### src/rtl/sms_md_pad.sv
// Mega Drive style gamepad responder for one SMS controller port.
// `define MD_PAD_SIX_BUTTON_EN for the 6-button phase/timeout protocol; otherwise a 3-button pad.
module sms_md_pad #(
  parameter int unsigned TIMEOUT = 80000
) (
  input  logic        MCLK,
  input  logic        RESET,
  input  logic        TH_i,
  input  logic [11:0] BTN,
  output logic [5:0]  PAD_o
);

  logic       th_s1, th_s2, th_s3;
  logic       th_fall;
  logic [2:0] n_next;
  logic [5:0] pad_next;

  // TH is asynchronous to MCLK; th_s3 only exists for edge detection.
  always_ff @(posedge MCLK) begin
    if (RESET) begin
      th_s1 <= 1'b1;
      th_s2 <= 1'b1;
      th_s3 <= 1'b1;
    end else begin
      th_s1 <= TH_i;
      th_s2 <= th_s1;
      th_s3 <= th_s2;
    end
  end

  assign th_fall = th_s3 & ~th_s2;

`ifdef MD_PAD_SIX_BUTTON_EN
  localparam logic [16:0] TO_LAST = 17'(TIMEOUT - 1);

  logic [2:0]  n;
  logic [16:0] to_cnt;

  // A falling edge beats a timeout landing on the same cycle.
  always_comb begin
    n_next = n;
    if (th_fall)
      n_next = (n == 3'd4) ? 3'd1 : n + 3'd1;
    else if (to_cnt == TO_LAST)
      n_next = 3'd0;
  end

  always_ff @(posedge MCLK) begin
    if (RESET) begin
      n      <= 3'd0;
      to_cnt <= 17'd0;
    end else begin
      n <= n_next;
      if (th_fall)
        to_cnt <= 17'd0;
      else if (to_cnt != TO_LAST)
        to_cnt <= to_cnt + 17'd1;
    end
  end
`else
  logic unused_six;

  assign n_next     = 3'd0;
  assign unused_six = ^{BTN[11:8], th_fall};
`endif

  // Order is {TR, TL, D3, D2, D1, D0}, all active-low.
  always_comb begin
    pad_next = {~BTN[6], ~BTN[5], ~BTN[3], ~BTN[2], ~BTN[1], ~BTN[0]};
    if (th_s2) begin
      if (n_next == 3'd3)
        pad_next = {~BTN[6], ~BTN[5], ~BTN[11], ~BTN[8], ~BTN[9], ~BTN[10]};
    end else begin
      case (n_next)
        3'd3:    pad_next = {~BTN[7], ~BTN[4], 4'b0000};
        3'd4:    pad_next = {~BTN[7], ~BTN[4], 4'b1111};
        default: pad_next = {~BTN[7], ~BTN[4], 2'b00, ~BTN[1], ~BTN[0]};
      endcase
    end
  end

  always_ff @(posedge MCLK) begin
    if (RESET)
      PAD_o <= 6'h3f;
    else
      PAD_o <= pad_next;
  end

endmodule

### config.mk
export PLATFORM = sky130hd
export DESIGN_NAME = sms_md_pad
export DESIGN_NICKNAME = d
export VERILOG_FILES = /design/src/rtl/sms_md_pad.sv
export SDC_FILE = /design/constraint.sdc
export NUM_CORES = 1
export LEC_CHECK = 0
export BUFFER_PORTS_ARGS = -buffer_cell sky130_fd_sc_hd__buf_2
export CORE_AREA = 3 3 40 42
export DETAILED_ROUTE_END_ITERATION = 10
export DIE_AREA = 0 0 43 45
export PLACE_DENSITY_LB_ADDON = 0.08
export SYNTH_ARGS = -nofsm -noshare
export SYNTH_HDL_FRONTEND = slang
export SYNTH_SLANG_ARGS = --single-unit
### constraint.sdc
create_clock -name MCLK -period 0.8 [get_ports MCLK]
set_input_delay 0.12 -clock MCLK [delete_from_list [all_inputs] [get_ports MCLK]]
set_output_delay 0.12 -clock MCLK [all_outputs]
set_load 0.005 [all_outputs]
## Word-level counts from Yosys, hierarchy flattened

Cells that the tools add are included.

- Word-level logic and storage cells: 12
- Input bits: 15
- Flip-flop bits (word level): 8
- Output and inout bits: 6

- Bitwise operators: 8
- Multiplexer cells: 1

Operators by type and width:

| kind | number |
|---|---|
| inverter 1 bit | 8 |
| two-way mux 6 bit | 1 |

## Logic depth before layout (Yosys ltp)

Gate-level depths: netlist of run 1.

- Depth in word-level cells: 2
- Depth in mapped cells: 2
- Gate-level depth less buffers: 2

## Worst setup path before layout of run 1

Ideal clock, no wire load.

- Kind: reg-to-reg
- Start point: register th_s2
- End point: register PAD_o[4]
- Data required time: 0.680 ns
- Setup time: 0.120 ns
- Cell stages (with the launch flop): 3
- Period minus slack after synthesis: 0.752 ns
- Buffers on the path: 0
- Path slack: 0.048 ns
- Arrival time: 0.632 ns
- Path through: dfxtp_1 > mux2i_1 > or2_1

- Cells in the longest elaborated chain, start to end: 1

RTL lines:

| what | line | source |
|---|---|---|
| start: declaration | 13 | `logic th_s1, th_s2, th_s3;` |
| start signal: assignment | 26 | `th_s2 <= th_s1;` |
| two-way mux 6 bit | 70 | `if (th_s2) begin` |
| end signal: assignment | 86 | `PAD_o <= pad_next;` |
| end: declaration | 10 | `output logic [5:0] PAD_o` |

No other way between the ends.
A chain may end at the register's enable or synchronous reset.

## Worst setup path in the final report of run 1

- Start point: register PAD_o[0]
- End point: output PAD_o[0]

No word-level cell between the ends.

==> impl_metrics.csv, run 1 <==
group,metric,value,unit
layout,fillers,152,
min_path,worstHoldPathType,"in2reg",
cts,cts_resized,0,
grt,antenna_found_initial,0,
route,dr.pass1.iters,2,
synthesis,yosys.area.top_type,"dfxtp_1",
placement,placed_cell_area,349,µm²
critical_path,start_kind,"register",
floorplan,start_util,18.9,%
floorplan,die_w,43,µm
placement,dp_cells,52,
sta,post-route-min-period,0.772,ns
synthesis,synth_cells,20,
critical_path,rr_startpoint,"th_s2$_SDFF_PP1_",
layout,multi_input_area,75.1,µm²
critical_path,arrival,0.65,ns
critical_path,cpMaxStageDelayCell,"dfxtp_2",
critical_path,worstPathCellList,"buf_2",
floorplan,die_area,1940,µm²
layout,final_cells,55,
sta,rsz0062_at_grt,"yes",
floorplan,fp.coreArea,1280,µm²
floorplan,io_pins,21,
route,postRouteAntennaNets,0,
cts,path_clk_slew,0.05,ns
synthesis,yosysUniqueCellTypes,7,
sta,setup_viol_count_final,0,
critical_path,path_class,"reg2out",
route,routed_wl,490,µm
critical_path,rr_worst_depth,2,
sta,drv_slew,0,
sta,hold_viol,0,
power,irDropWorstVdd,0.000939,V
power,power.density,2120,nW/µm²
sta,slew_headroom,92.2,%
synthesis,synth_area,243,µm²
synthesis,synth_area_leaders,"dfxtp_1 (66%), mux2i_1 (8.2%), a21o_2 (7.2%)",
sta,period_share,96.5,%
placement,routabilityCongestion,0.546,
layout,fin_area,374,µm²
critical_path,max_stage_delay,0.30,ns
job,cap_violations,0,
synthesis,ys_seq_area_share,66.0,%
cts,post-cts-setup-buffers,0,
cts,cts_sinks,8,
route,post_drt_wl_per_cell,8.91,µm
layout,area_growth,54.1,%
layout,antennaDiodeCount,0,
placement,dp_hpwl,417,µm
cts,cts_hold_buf,0,
critical_path,critPathTopFamily,"flip-flops",
grt,track_usage,6.52,%
critical_path,path_buf_inv,1,
cts,cts-root-buf,"clkbuf_4",
route,drc,0,
layout,final_nets,57,
floorplan,die_h,45,µm
placement,io_buffers,16,
sta,skew,0.00322,ns
min_path,hold_start,"BTN[0]",
sta,timing.final.ws_setup,0.0276,ns
sta,max_freq,1290,MHz
cts,cts_buffers,3,
cts,clkLatencyLatePin,0.24,ns
grt,grt_pass1_wl,834,µm
min_path,holdPathStages,2,
grt,grt_max_degree,9,
sta,tightest_slew,0.114,ns
critical_path,r2r_slack,0.05,ns
power,p_leak,0.000192,µW
synthesis,synth_area_per_cell,12.1,µm²
route,drt_iter0_drc,2,
critical_path,critical_path_required,0.68,ns
cts,htreeDepth,1,
critical_path,reg2reg_to,"PAD_o[4]$_SDFF_PP1_",
critical_path,endpoint_kind,"output port",
route,vias,199,
placement,dp_worst_setup_slack,0.0213,ns
synthesis,syn_nets,35,
synthesis,synth-seq-cells,8,
cts,cts_tree,"built",
min_path,whs_endpoint,"PAD_o[0]$_SDFF_PP1_",
critical_path,crit_fanout,1,
route,vias_per_cell,3.62,
layout,final_layout_size_suffix_gt1_share,65.0,%
cts,clk_path_buf_depth,2,
synthesis,yosysWarningCount,0,
grt,first_global_vias,209,
power,p_total,791,µW
layout,ff_latch_area,163,µm²
grt,grt_remaining_overflow,0,
floorplan,row_count,13,
status,status,"completed",
synthesis,netlist.area_leader.share,66.0,%
sta,hold_slack,0.0372,ns
[layout by cell type, fill, tap and decap left out, drive strengths merged]
| master | netlist | layout |
|---|---|---|
| clkbuf | 0 | 3 |
| dfxtp | 8 | 8 |
| or2 | 4 | 4 |
| mux2i | 2 | 2 |
| inv | 2 | 2 |
| nand2b | 2 | 2 |
| a21o | 2 | 2 |
| buf | 0 | 17 |
[synthesized netlist by cell type]
cell,n
or2_2,2
or2_1,2
nand2b_1,2
a21o_2,2
mux2i_1,2
dfxtp_1,8
inv_1,2
[worst max-delay path by stage]
stage	startpoint	endpoint	cells after the start	slack, ns
3_3_place_gp	th_s2$_SDFF_PP1_	PAD_o[5]$_SDFF_PP1_	2	0.05
2_1_floorplan	th_s2$_SDFF_PP1_	PAD_o[4]$_SDFF_PP1_	2	0.05
3_5_place_dp	th_s2$_SDFF_PP1_	PAD_o[4]$_SDFF_PP1_	2	0.02
4_1_cts	th_s2$_SDFF_PP1_	PAD_o[4]$_SDFF_PP1_	2	0.01
6_report	PAD_o[0]$_SDFF_PP1_	PAD_o[0]	1	0.03
5_1_grt	PAD_o[0]$_SDFF_PP1_	PAD_o[0]	1	-0.02
[worst register-to-register path, delay by kind of cell, from the launching register on]
kind             cells  cell delay (ns)
and+or+nand+nor      1             0.20
DFF                  1             0.33
muxes                1             0.11
[per-stage QoR]
step           setup TNS (ns)  utilization, %
2_1_floorplan               0               -
3_3_place_gp                0            27.2
3_5_place_dp                0            27.2
4_1_cts                     0            28.9
5_1_grt               -0.0411            29.1
6_report                    0            29.1
[logic make-up after synthesis]
family                 after synthesis  synth area share [%]
AOI/OAI and AO/OA                    2                  7.22
buffers and inverters                2                  3.09
DFF                                  8                  66.0
and+or+nand+nor                      6                  15.5
muxes                                2                  8.25
[cell type report]
| class | count | share of cell area, % |
|---|---|---|
| Tap cell | 15 | 5.02 |
| Timing Repair Buffer | 17 | 23.4 |
| Multi-Input combinational cell | 10 | 20.1 |
| Sequential cell | 8 | 43.5 |
| Inverter | 2 | 2.01 |
| Clock buffer | 3 | 6.02 |
[report_power, final]
group	leakage, µW	total [µW]	switching, µW	internal (µW)
registers	0.0000662	428	5.66	423
logic	0.000113	74.6	26.6	48.1
clock network	0.0000138	288	118	170
[routing by layer]
metal  wire length (µm)  GRT usage [%]
met3                 64           4.38
met1                142           5.12
met4                  9           7.23
met2                273           10.2
met5                  0              0
[flip-flops by register name (all words and copies together), names as in the netlist]
register,flops
th_s2,1
PAD_o,6
th_s1,1
(Power assumes the default switching activity.)
==> run 2: changes to the inputs <==
- clock period: 0.8 -> 0.9 ns (I/O delays scaled with it)
==> impl_metrics.csv, run 2 (synthesis gave the netlist of run 1 again) <==
group,metric,value,unit
grt,track_usage,6.27,%
layout,final_layout_size_suffix_gt1_share,59.0,%
power,irDropWorstVdd,0.000841,V
critical_path,arrival,0.95,ns
status,status,"completed",
grt,grt_max_degree,9,
grt,grt_pass1_wl,793,µm
placement,dp_hpwl,420,µm
critical_path,start_kind,"register",
sta,setup_viol_count_final,0,
placement,routabilityCongestion,0.544,
grt,antenna_found_initial,0,
sta,max_freq,1220,MHz
placement,placed_cell_area,342,µm²
layout,area_growth,50.0,%
cts,cts_buffers,3,
sta,period_share,91.1,%
power,power.density,1920,nW/µm²
power,switching_share,18.9,%
layout,top_regs,"PAD_o x6, th_s1 x1, th_s2 x1",
route,postRouteAntennaNets,0,
cts,cts_hold_buf,0,
critical_path,crit_fanout,4,
critical_path,critical_path_required,1.03,ns
cts,htreeDepth,1,
layout,fin_area,364,µm²
power,p_comb_share,9.0,%
floorplan,row_count,13,
power,p_sw,132,µW
cts,cts_resized,0,
cts,post-cts-setup-buffers,0,
placement,io_buffers,16,
cts,cts-root-buf,"clkbuf_4",
cts,cts_tree,"built",
route,drc,0,
job,cap_violations,0,
sta,drv_slew,0,
power,p_leak,0.000189,µW
power,p_seq_share,54.4,%
route,vias_per_cell,3.56,
layout,layout_commonest_cell,"buf_2",
route,post_drt_wl_per_cell,9.04,µm
sta,slew_headroom,87.6,%
sta,finalSetupTns,0,ns
placement,dp_worst_setup_slack,0.0694,ns
route,drt_iter0_drc,2,
layout,antennaDiodeCount,0,
floorplan,fp.coreArea,1280,µm²
sta,tightest_slew,0.185,ns
cts,clk_path_buf_depth,2,
cts,clkLatencyLatePin,0.24,ns
min_path,worstHoldPathType,"in2reg",
grt,grt_remaining_overflow,0,
floorplan,die_w,43,µm
sta,rsz0062_at_grt,"no",
grt,first_global_vias,200,
sta,timing.final.ws_setup,0.0801,ns
layout,final_cell_mix,"buf_2 (16), dfxtp_1 (8), clkbuf_4 (3)",
sta,skew,0.00308,ns
route,vias,192,
sta,hold_slack,0.0597,ns
layout,fillers,153,
power,clockPowerShare,36.6,%
layout,top_register,"PAD_o",
critical_path,path_class,"reg2reg",
floorplan,die_area,1940,µm²
sta,hold_viol,0,
floorplan,die_h,45,µm
cts,cts_sinks,8,
power,p_int,567,µW
floorplan,start_util,18.9,%
route,dr.pass1.iters,2,
sta,post-route-min-period,0.820,ns
route,routed_wl,488,µm
cts,path_clk_slew,0.05,ns
layout,finish.utilization,28.3,%
critical_path,endpoint_kind,"register",
layout,largest_reg_flops,6,
floorplan,io_pins,21,
layout,final_nets,56,
run 2: worst paths after layout:
check,start,end,slack [ns],depth (start not counted)
setup / recovery,th_s2$_SDFF_PP1_,PAD_o[4]$_SDFF_PP1_,0.08,2
hold / removal,BTN[0],PAD_o[0]$_SDFF_PP1_,0.06,2
hold reg to reg,th_s1$_SDFF_PP1_,th_s2$_SDFF_PP1_,0.41,1
setup reg to reg,th_s2$_SDFF_PP1_,PAD_o[4]$_SDFF_PP1_,0.08,2
run 2: layout make-up:
| type | count | area [µm²] | area share [%] |
|---|---|---|---|
| well taps | 15 | 18.8 | 5.15 |
| multi-input cells | 10 | 75.1 | 20.6 |
| inverters | 2 | 7.51 | 2.06 |
| repair buffers | 16 | 80.1 | 22.0 |
| clock buffers | 3 | 22.5 | 6.19 |
| flip-flops and latches | 8 | 160 | 44.0 |
run 2: worst max-delay path: stages (launching register included):
cell	delay, ns
dfxtp_1	0.41
mux2i_1	0.09
or2_1	0.21
run 2: power by group through the flow:
stage	Combinational [µW]	Clock (µW)	Sequential [µW]
6_report	63.1	256	381
5_1_grt	70.8	295	383
4_1_cts	65.4	272	381
3_5_place_dp	65.4	0	388
3_3_place_gp	62.1	0	387
2_1_floorplan	20.2	0	391
run 2: per-layer routing:
layer	vias up	share of wire, %	wire length (µm)	global-route usage (%)
met2	9	54	264	10.2
met5	-	0	0	0
met1	79	31	149	4.39
met4	0	1.8	9	7.23
met3	2	13	64	4.38
li1	102	-	-	-
run 2: per-stage QoR:
stage	instances	power (µW)
2_1_floorplan	20	411
3_3_place_gp	51	449
3_5_place_dp	51	454
4_1_cts	54	718
5_1_grt	54	748
6_report	54	700
